===== config.mk =====
export PLATFORM = sky130hd
export DESIGN_NAME = cripto_core
export DESIGN_NICKNAME = d
export VERILOG_FILES = /design/src/rtl/cripto_core.sv
export SDC_FILE = /design/constraint.sdc
export NUM_CORES = 1
export LEC_CHECK = 0
export CORE_UTILIZATION = 55
export CTS_CLUSTER_DIAMETER = 80
export DETAILED_ROUTE_END_ITERATION = 12
export GPL_ROUTABILITY_DRIVEN = 0
export GPL_TIMING_DRIVEN = 1
export PLACE_DENSITY = 0.83
export SKIP_CTS_REPAIR_TIMING = 1
export SLEW_MARGIN = 5
export SYNTH_ARGS = -nofsm -noshare
export SYNTH_HDL_FRONTEND = slang
export SYNTH_SLANG_ARGS = --single-unit
export TNS_END_PERCENT = 30

===== constraint.sdc =====
create_clock -name clock -period 17.8 [get_ports clock]
set_input_delay 1.78 -clock clock [delete_from_list [all_inputs] [get_ports clock]]
set_output_delay 1.78 -clock clock [all_outputs]
set_load 0.02 [all_outputs]

===== src/rtl/cripto_core.sv =====
// Iterative GOST R 34.12-2015 "Magma" block cipher core: 64-bit block, 256-bit key,
// 32 rounds executed one per clock behind a start/busy/ready handshake.
module cripto_core (
  input  logic         clock,
  input  logic         reset,
  input  logic         start,
  input  logic         enc_dec,
  input  logic [63:0]  data_i,
  input  logic [255:0] key_i,
  output logic [63:0]  data_o,
  output logic         busy,
  output logic         ready
);

  typedef enum logic [1:0] {
    IDLE  = 2'd0,
    ROUND = 2'd1,
    DONE  = 2'd2
  } state_t;

  // Eight 4-bit permutations, P7 in the top 64 bits; entry n of Pj sits at bits [j*64 + n*4 +: 4].
  localparam logic [511:0] SBOX = {
    64'h2BC96AF43850DE71,  // P7
    64'h73AD0B4FC19652E8,  // P6
    64'h0E34187BAC296FD5,  // P5
    64'hC24BE390D618A5F7,  // P4
    64'hB9E35A076F4D128C,  // P3
    64'h069C471EDAF2853B,  // P2
    64'hF0DB74E1C5A93286,  // P1
    64'h1F307D8E9B5A264C   // P0
  };

  state_t         state;
  logic [4:0]     cnt;
  logic           mode;
  logic [255:0]   key_r;
  logic [31:0]    a1;
  logic [31:0]    a0;

  logic [2:0]     key_idx;
  logic [31:0]    round_key;
  logic [31:0]    f_out;

  // g(a,k) = rotl11(t(a + k mod 2^32))
  function automatic logic [31:0] g_fn(input logic [31:0] a, input logic [31:0] k);
    logic [31:0] s;
    logic [31:0] t;
    logic [8:0]  idx;
    s = a + k;
    t = '0;
    for (int j = 0; j < 8; j++) begin
      idx = {3'(j), s[4*j +: 4], 2'b00};
      t[4*j +: 4] = SBOX[idx +: 4];
    end
    return {t[20:0], t[31:21]};
  endfunction

  // Key word 0..7 (K1..K8): forward order first, reversed order for the last
  // 8 rounds when encrypting and for the last 24 rounds when decrypting.
  always_comb begin
    // NOTE: every always_comb output gets a default first so no path can infer a latch.
    key_idx = cnt[2:0];
    if (mode ? (cnt >= 5'd24) : (cnt >= 5'd8)) begin
      key_idx = ~cnt[2:0];
    end
    round_key = key_r[{~key_idx, 5'd0} +: 32];
    f_out     = g_fn(a0, round_key) ^ a1;
  end

  // NOTE: sequential state uses non-blocking assignments only, so every register
  // samples pre-edge values regardless of statement order.
  always_ff @(posedge clock or negedge reset) begin
    if (!reset) begin
      state  <= IDLE;
      cnt    <= '0;
      mode   <= 1'b0;
      key_r  <= '0;
      a1     <= '0;
      a0     <= '0;
      data_o <= '0;
      busy   <= 1'b0;
      ready  <= 1'b0;
    end else begin
      ready <= 1'b0;
      case (state)
        IDLE: begin
          if (start) begin
            mode  <= enc_dec;
            key_r <= key_i;
            a1    <= data_i[63:32];
            a0    <= data_i[31:0];
            cnt   <= '0;
            busy  <= 1'b1;
            state <= ROUND;
          end
        end
        ROUND: begin
          cnt <= cnt + 5'd1;
          if (cnt == 5'd31) begin
            // Last round: no swap, the block is left as {g(a0,k)^a1, a0}.
            a1    <= f_out;
            busy  <= 1'b0;
            state <= DONE;
          end else begin
            a1 <= a0;
            a0 <= f_out;
          end
        end
        DONE: begin
          data_o <= {a1, a0};
          ready  <= 1'b1;
          state  <= IDLE;
        end
        default: state <= IDLE;
      endcase
    end
  end

endmodule


==> results of run 1 <==
[cells in the final DEF, fill, tap and decap left out, drive strengths merged, types with 4 or more instances in the layout]
| master | count |
|---|---|
| nand2 | 861 |
| dfrtp | 394 |
| clkdlybuf4s50 | 388 |
| mux2 | 87 |
| o21ai | 83 |
| a21oi | 80 |
| mux4 | 77 |
| ha | 77 |
| nor2 | 64 |
| clkbuf | 58 |
| inv | 49 |
| xnor2 | 45 |
| nor3 | 23 |
| xor2 | 22 |
| a211oi | 20 |
| mux2i | 19 |
| buf | 19 |
| and3 | 18 |
| nor3b | 17 |
| nand3 | 15 |
| a21o | 13 |
| o22ai | 12 |
| a31oi | 12 |
| a221oi | 11 |
| clkinv | 10 |
| o21a | 9 |
| and2 | 9 |
| a222oi | 6 |
| nand2b | 6 |
| nand4 | 5 |
| o221ai | 4 |
| a221o | 4 |
| bufinv | 4 |
[worst max path at each step]
stage,from,to,slack (ns),cells past startpoint
after floorplan,cnt[3]$_DFFE_PN0P_,a0[3]$_DFFE_PN0P_,11.82,20
after global placement,cnt[3]$_DFFE_PN0P_,a0[3]$_DFFE_PN0P_,10.88,21
after detailed placement,cnt[3]$_DFFE_PN0P_,a0[3]$_DFFE_PN0P_,10.73,21
after CTS,cnt[3]$_DFFE_PN0P_,a0[3]$_DFFE_PN0P_,10.68,21
after global routing,cnt[3]$_DFFE_PN0P_,a1[8]$_DFFE_PN0P_,10.29,22
final,cnt[3]$_DFFE_PN0P_,a1[27]$_DFFE_PN0P_,10.74,19
[synthesized netlist by cell type (8+ instances only)]
master    count
o22ai_1      12
a21o_1       12
mux2i_1      19
o21ai_1      15
nand3_1      15
dfrtp_1     394
xor2_1       20
a31oi_1      11
mux4_2       77
ha_1         77
nor2_1       64
xnor2_1      42
o21a_1        9
o21ai_0      68
a21oi_1      78
nor3b_1      17
clkbuf_1    105
mux2_2       87
a211oi_1     20
inv_1        47
nor3_1       22
nand2_1     861
a221oi_1      9
and3_1       17
buf_2        13
and2_1        8
[registers in the layout (all words and copies together) (netlist names)]
signal	cells
a0	32
a1	32
busy	1
cnt	5
data_o	64
key_r	256
mode	1
ready	1
state	2
[layout make-up]
type                    instances  area, um2  area share
flip-flops and latches        394       9860       0.370
clock inverters                15        204     0.00764
clock buffers                  58       1190      0.0446
multi-input cells            1643      10600       0.395
inverters                      49        184     0.00689
diodes                          3       7.51    0.000281
well taps                     511        639      0.0240
repair buffers                407       4050       0.152
[through the flow]
step / util / hold slack, ns / cell area [um2] / instances / worst slack [ns]
after floorplan: - / 0.440 / 21000 / 2208 / 11.82
after global placement: 0.671 / 0.453 / 25300 / 3004 / 10.88
after detailed placement: 0.671 / 0.459 / 25300 / 3004 / 10.73
after CTS: 0.708 / 0.474 / 26700 / 3077 / 10.68
after global routing: 0.708 / 0.494 / 26700 / 3077 / 10.29
final: 0.708 / 0.473 / 26700 / 3080 / 10.74
[per-layer routing]
metal | vias to the layer above | part of all wire | track usage
met4 | 4 | 0.038 | 0.133
met1 | 8814 | 0.39 | 0.451
met2 | 985 | 0.47 | 0.533
met3 | 148 | 0.10 | 0.0644
li1 | 8109 | - | -
met5 | - | 0.00037 | 0
[logic make-up after synthesis]
group,synth area share
AND/OR/NAND/NOR,0.197
flip-flops,0.469
AO/OA/AOI/OAI,0.0872
multiplexers,0.138
buffers and inverters,0.0317
adder cells (fa/ha/maj),0.0472
XOR/XNOR,0.0302
[worst min-delay path, stage by stage, from the launching register on]
cell	delay, ns
dfrtp_1	0.34
nand2_1	0.05
nand2_1	0.05
==> out/results.tsv, run 1 <==
stage	metric	value	unit
logic_synthesis	Syn Inst Count	2208	
timing	Worst-Margin Slew	1.09	ns
critical_path	worst r2r path cells	19	
timing	clk_skew	0.0248	ns
worst_hold_path	Min-Delay Path Class	flop to flop	
worst_hold_path	Hold Startpoint	key_r[92]$_DFFE_PN0P_	
logic_synthesis	Post-synth EDFFs	0	
critical_path	CP Capture Type	flop	
critical_path	Crit path buffers/inverters	3	
critical_path	RR Endpoint	a1[27]$_DFFE_PN0P_	
grt	number of global-route vias before repair	17971	
logic_synthesis	YS warnings	0	
timing	total negative slack	0	ns
clock_tree	H-tree depth	2	
routing	DRC viols	0	
finish	Fillers	2723	
logic_synthesis	Mean Syn Cell Area	9.52	um2
critical_path	maximum fanout along the worst path	38	
floorplan	# IOs	390	
logic_synthesis	library cells used by synthesis	72	
critical_path	CP arrival	7.44	ns
critical_path	kind of critical path	flop to flop	
grt	total grt overflow	0	
timing	crit share post-route	0.396	
clock_tree	clk_lat worst skew	0.55	ns
floorplan	Initial Util	0.558	
routing	Avg WL per Cell	21.1	um
routing	TritonRoute pass-1 iters	6	
routing	vias per inst	5.86	
grt	largest net degree at the start of global routing	169	
floorplan	Core Area	37700	um2
timing	FMAX	0.142	GHz
logic_synthesis	Synth Net Count	2610	
floorplan	Die X	198	um
logic_synthesis	Syn Std Cell Area	21000	um2
clock_tree	clk slew on worst S/H paths	0.07	ns
timing	final-report hold violation count	0	
timing	RSZ-0062 raised after global routing	no	
clock_tree	clk root buf	clkbuf_16	
grt	initial antenna violation count	4	
critical_path	R2R Setup Slk	10.74	ns
run_status	status	finished, final reports clean	
critical_path	cells along the critical path	maj3_1 -> xnor2_2 -> buf_4 -> buf_4 -> mux4_2 -> mux2_2 -> ha_1 -> fa_1 -> a21o_1 -> a221oi_2 -> o31ai_4 -> a21oi_2 -> o21ai_0 -> xor2_1 -> inv_1 -> ha_1 -> mux4_2 -> a221oi_1 -> o21ai_0	
placement	port bufs	389	
timing	minimum clock period	7.06	ns
clock_tree	total CTS buffers	41	
floorplan	die area	39000	um2
critical_path	worst flop-to-flop path startpoint	cnt[3]$_DFFE_PN0P_	
timing	Setup violations, final	0	
clock_tree	CTS Sinks	394	
finish	share of cells above drive strength 1	0.110	
finish	Layout area overhead	26.9	%
grt	global-route wire length before repair	99.6	mm
clock_tree	CTS tree	done	
floorplan	Core Rows	71	
critical_path	CP required	18.19	ns
routing	Final ANT Viol Nets	0	
routing	vias post-DR	18060	
routing	1st-iter DRT viols	1679	
critical_path	CP max stage cell	buf_4	
logic_synthesis	Area contributors post-synth	dfrtp_1 (47%), nand2_1 (15%), mux4_2 (8.2%)	
run	Max Cap Viol	0	
logic_synthesis	Seq cells post-synth	394	
logic_synthesis	area leader, netlist	dfrtp_1	
finish	Final nets	2938	
critical_path	delay-heaviest family, CP	compound AO/OA/AOI/OAI gates	
placement	Final HPWL DP	46.5	mm
worst_hold_path	Worst Hold Path EP	key_r[92]$_DFFE_PN0P_	
grt	gr usage total	0.334	
logic_synthesis	asr flop ratio synth	1.00	
logic_synthesis	Synth top area share	0.469	
worst_hold_path	WHS Path Cells	2	
clock_tree	CTS max path bufs	3	
critical_path	critical path startpoint category	flop	
floorplan	die height	198	um
routing	Total Wirelength	65.1	mm
timing	Slew Limit Fails	0	
critical_path	Max stage delay on crit path	0.70	ns
timing	Slew Limit Headroom	0.273	
logic_synthesis	Post-synth top flop	dfrtp_1	
logic_synthesis	register area share after synthesis	0.469	
Power of run 1 is not shown: default switching activity piles up to over one toggle a cycle in this logic, so the estimate is an artifact.
==> inputs of run 2 (changes only) <==
--- a/config.mk
+++ b/config.mk
@@ -5,12 +5,12 @@
 export SDC_FILE = /design/constraint.sdc
 export NUM_CORES = 1
 export LEC_CHECK = 0
-export CORE_UTILIZATION = 55
+export CORE_UTILIZATION = 48
 export CTS_CLUSTER_DIAMETER = 80
 export DETAILED_ROUTE_END_ITERATION = 12
 export GPL_ROUTABILITY_DRIVEN = 0
 export GPL_TIMING_DRIVEN = 1
-export PLACE_DENSITY = 0.83
+export PLACE_DENSITY = 0.77
 export SKIP_CTS_REPAIR_TIMING = 1
 export SLEW_MARGIN = 5
 export SYNTH_ARGS = -nofsm -noshare
==> constraint.sdc (replaced) <==
create_clock -name clock -period 5.8 [get_ports clock]
set_input_delay 0.58 -clock clock [delete_from_list [all_inputs] [get_ports clock]]
set_output_delay 0.58 -clock clock [all_outputs]
set_load 0.02 [all_outputs]
==> run 2 against run 1 <==
Compared with the run above:
- global-route usage is 3.0 points lower
- via count up 1.4%
- register-to-register slack worse by 11 ns
- first-iteration DRC count grew 36%
- cell count increased by 3.6%
- clock skew is essentially flat
- non-clock buffer count increased by 33
- utilization down 7.7 points
- hold slack got worse by 0.0022 ns
- fmax grew 26%
- flip-flop and latch count is the same
- critical endpoint is now a0[3]$_DFFE_PN0P_
- highest routed layer unchanged
==> out/results.tsv, run 2 (synthesis results as in run 1) <==
stage	metric	value	unit	change
clock_tree	H-tree depth	2		unchanged
finish	max reg flops	256		unchanged
routing	1st-iter DRT viols	2291		was 1679
placement	Final HPWL DP	49.8	mm	was 46.5 mm
grt	largest net degree at the start of global routing	201		was 169
clock_tree	CTS Sinks	394		unchanged
timing	hold slack	0.471	ns	was 0.473 ns
critical_path	CP Capture Type	flop		unchanged
routing	TritonRoute pass-1 iters	6		unchanged
routing	Avg WL per Cell	21.3	um	was 21.1 um
clock_tree	CTS tree	done		unchanged
finish	share of cells above drive strength 1	0.127		was 0.110
grt	total grt overflow	0		unchanged
floorplan	# IOs	390		unchanged
clock_tree	clk_lat worst skew	0.58	ns	was 0.55 ns
clock_tree	clk slew on worst S/H paths	0.06	ns	was 0.07 ns
floorplan	Core Area	43200	um2	was 37700 um2
routing	vias per inst	5.74		was 5.86
finish	Layout area overhead	29.7	%	was 26.9%
clock_tree	clk root buf	clkbuf_16		unchanged
finish	most frequent cells in the layout	nand2_1 (860), dfrtp_1 (394), clkdlybuf4s50_1 (388), mux2_2 (87), a21oi_1 (78)		unchanged
timing	final-report hold violation count	0		unchanged
critical_path	critical path startpoint category	flop		unchanged
worst_hold_path	Min-Delay Path Class	flop to flop		unchanged
finish	largest registers	key_r (256), data_o (64)		unchanged
run_status	status	finished, final reports clean		unchanged
critical_path	Max stage delay on crit path	0.49	ns	was 0.70 ns
floorplan	die area	44700	um2	was 39000 um2
critical_path	delay-heaviest family, CP	compound AO/OA/AOI/OAI gates		unchanged
grt	global-route wire length before repair	103	mm	was 99.6 mm
timing	Worst-Margin Slew	1.08	ns	was 1.09 ns
critical_path	Crit path buffers/inverters	2		was 3
critical_path	CP required	6.25	ns	was 18.19 ns
critical_path	maximum fanout along the worst path	5		was 38
timing	FMAX	0.179	GHz	was 0.142 GHz
timing	Slew Limit Fails	0		unchanged
critical_path	kind of critical path	flop to flop		unchanged
timing	crit share post-route	0.964		was 0.396
finish	commonest non-fill, non-tap cell in the layout	nand2_1		unchanged
floorplan	Core Rows	76		was 71
finish	Biggest register	key_r		unchanged
timing	Setup violations, final	0		unchanged
timing	clk_skew	0.0251	ns	was 0.0248 ns
finish	Final nets	2973		was 2938
grt	initial antenna violation count	2		was 4
routing	DRC viols	0		unchanged
run	Max Cap Viol	0		unchanged
timing	Slew Limit Headroom	0.280		was 0.273
critical_path	CP max stage cell	mux4_2		was buf_4
floorplan	die height	211	um	was 198 um
clock_tree	CTS max path bufs	3		unchanged
floorplan	Initial Util	0.487		was 0.558
critical_path	cells along the critical path	maj3_2 -> buf_4 -> xnor2_4 -> mux4_2 -> mux2_2 -> ha_1 -> fa_1 -> a21o_1 -> a221oi_4 -> o31ai_4 -> a31o_4 -> a221oi_2 -> xor2_1 -> inv_1 -> ha_1 -> mux4_2 -> xor2_1 -> nand2_1 -> o21ai_1 -> o21ai_1		was maj3_1 -> xnor2_2 -> buf_4 -> buf_4 -> mux4_2 -> mux2_2 -> ha_1 -> fa_1 -> a21o_1 -> a221oi_2 -> o31ai_4 -> a21oi_2 -> o21ai_0 -> xor2_1 -> inv_1 -> ha_1 -> mux4_2 -> a221oi_1 -> o21ai_0
critical_path	CP arrival	6.04	ns	was 7.44 ns
grt	number of global-route vias before repair	18192		was 17971
placement	port bufs	389		unchanged
routing	Final ANT Viol Nets	0		unchanged
clock_tree	total CTS buffers	43		was 41
timing	minimum clock period	5.59	ns	was 7.06 ns
floorplan	Die X	211	um	was 198 um
routing	Total Wirelength	67.9	mm	was 65.1 mm
routing	vias post-DR	18309		was 18060
grt	gr usage total	0.304		was 0.334
-- run 2: cell types whose count changed in the layout (fill, tap and decap cells not counted), moves of 3 or more --
cell / delta
buf_12: +8
buf_4: +21
clkbuf_16: +3
clkbuf_8: -4
clkinv_2: +3
xnor2_1: -3
-- run 2: worst register-to-register path, cell delays in order (launching register included) --
cell	delay, ns
dfrtp_1	0.41
maj3_2	0.37
buf_4	0.19
xnor2_4	0.32
mux4_2	0.36
mux2_2	0.32
ha_1	0.22
fa_1	0.38
a21o_1	0.23
a221oi_4	0.35
o31ai_4	0.13
a31o_4	0.30
a221oi_2	0.26
xor2_1	0.27
inv_1	0.11
ha_1	0.34
mux4_2	0.49
xor2_1	0.18
nand2_1	0.07
o21ai_1	0.09
o21ai_1	0.07
-- run 2: area by class of cell --
cell class	instances	area, um2
clock buffer	58	1190
fill	3492	15900
antenna	2	5.00
sequential	394	9860
tap	585	732
multi-input combinational	1643	10600
inverter	49	184
clock inverter	20	231
timing repair buffer	440	4430
-- run 2: through the flow --
stage	TNS, ns	utilization	setup WS (ns)	cell area, um2	std cells
3_3_place_gp	0	0.595	0.113	25700	3106
2_1_floorplan	0	-	0.0234	21000	2208
5_1_grt	-0.0217	0.632	-0.0111	27300	3189
3_5_place_dp	0	0.595	0.0587	25700	3106
4_1_cts	0	0.627	0.0161	27100	3184
6_report	0	0.632	0.211	27300	3191
-- run 2: per-layer routing --
layer  part of all wire  track usage  vias to the layer above
met5            0.00012            0                        -
met4              0.029       0.0922                        2
met3               0.10       0.0671                      131
met2               0.45        0.468                      986
met1               0.42        0.431                     9006
li1                   -            -                     8184
-- run 2: final timing paths --
path | startpoint | endpoint | cells after the start | slack (ns)
worst max-delay path | cnt[4]$_DFFE_PN0P_ | a0[3]$_DFFE_PN0P_ | 20 | 0.21
worst min-delay path | key_r[72]$_DFFE_PN0P_ | key_r[72]$_DFFE_PN0P_ | 2 | 0.47
worst max register to register | cnt[4]$_DFFE_PN0P_ | a0[3]$_DFFE_PN0P_ | 20 | 0.21
worst min register to register | key_r[72]$_DFFE_PN0P_ | key_r[72]$_DFFE_PN0P_ | 2 | 0.47
max in group asynchronous | reset | key_r[23]$_DFFE_PN0P_ | 3 | 3.99
min in group asynchronous | reset | a1[31]$_DFFE_PN0P_ | 2 | 0.50
Power of run 2 is left out for the same reason.
==> inputs of run 3 (changes only) <==
--- a/config.mk
+++ b/config.mk
@@ -5,6 +5,7 @@
 export SDC_FILE = /design/constraint.sdc
 export NUM_CORES = 1
 export LEC_CHECK = 0
+export CAP_MARGIN = 5
 export CORE_UTILIZATION = 48
 export CTS_CLUSTER_DIAMETER = 80
 export DETAILED_ROUTE_END_ITERATION = 12
==> results of run 3 <==
Same layout as run 2: the final DEF is identical, and so are final timing and power.
Power of run 3 is left out for the same reason.
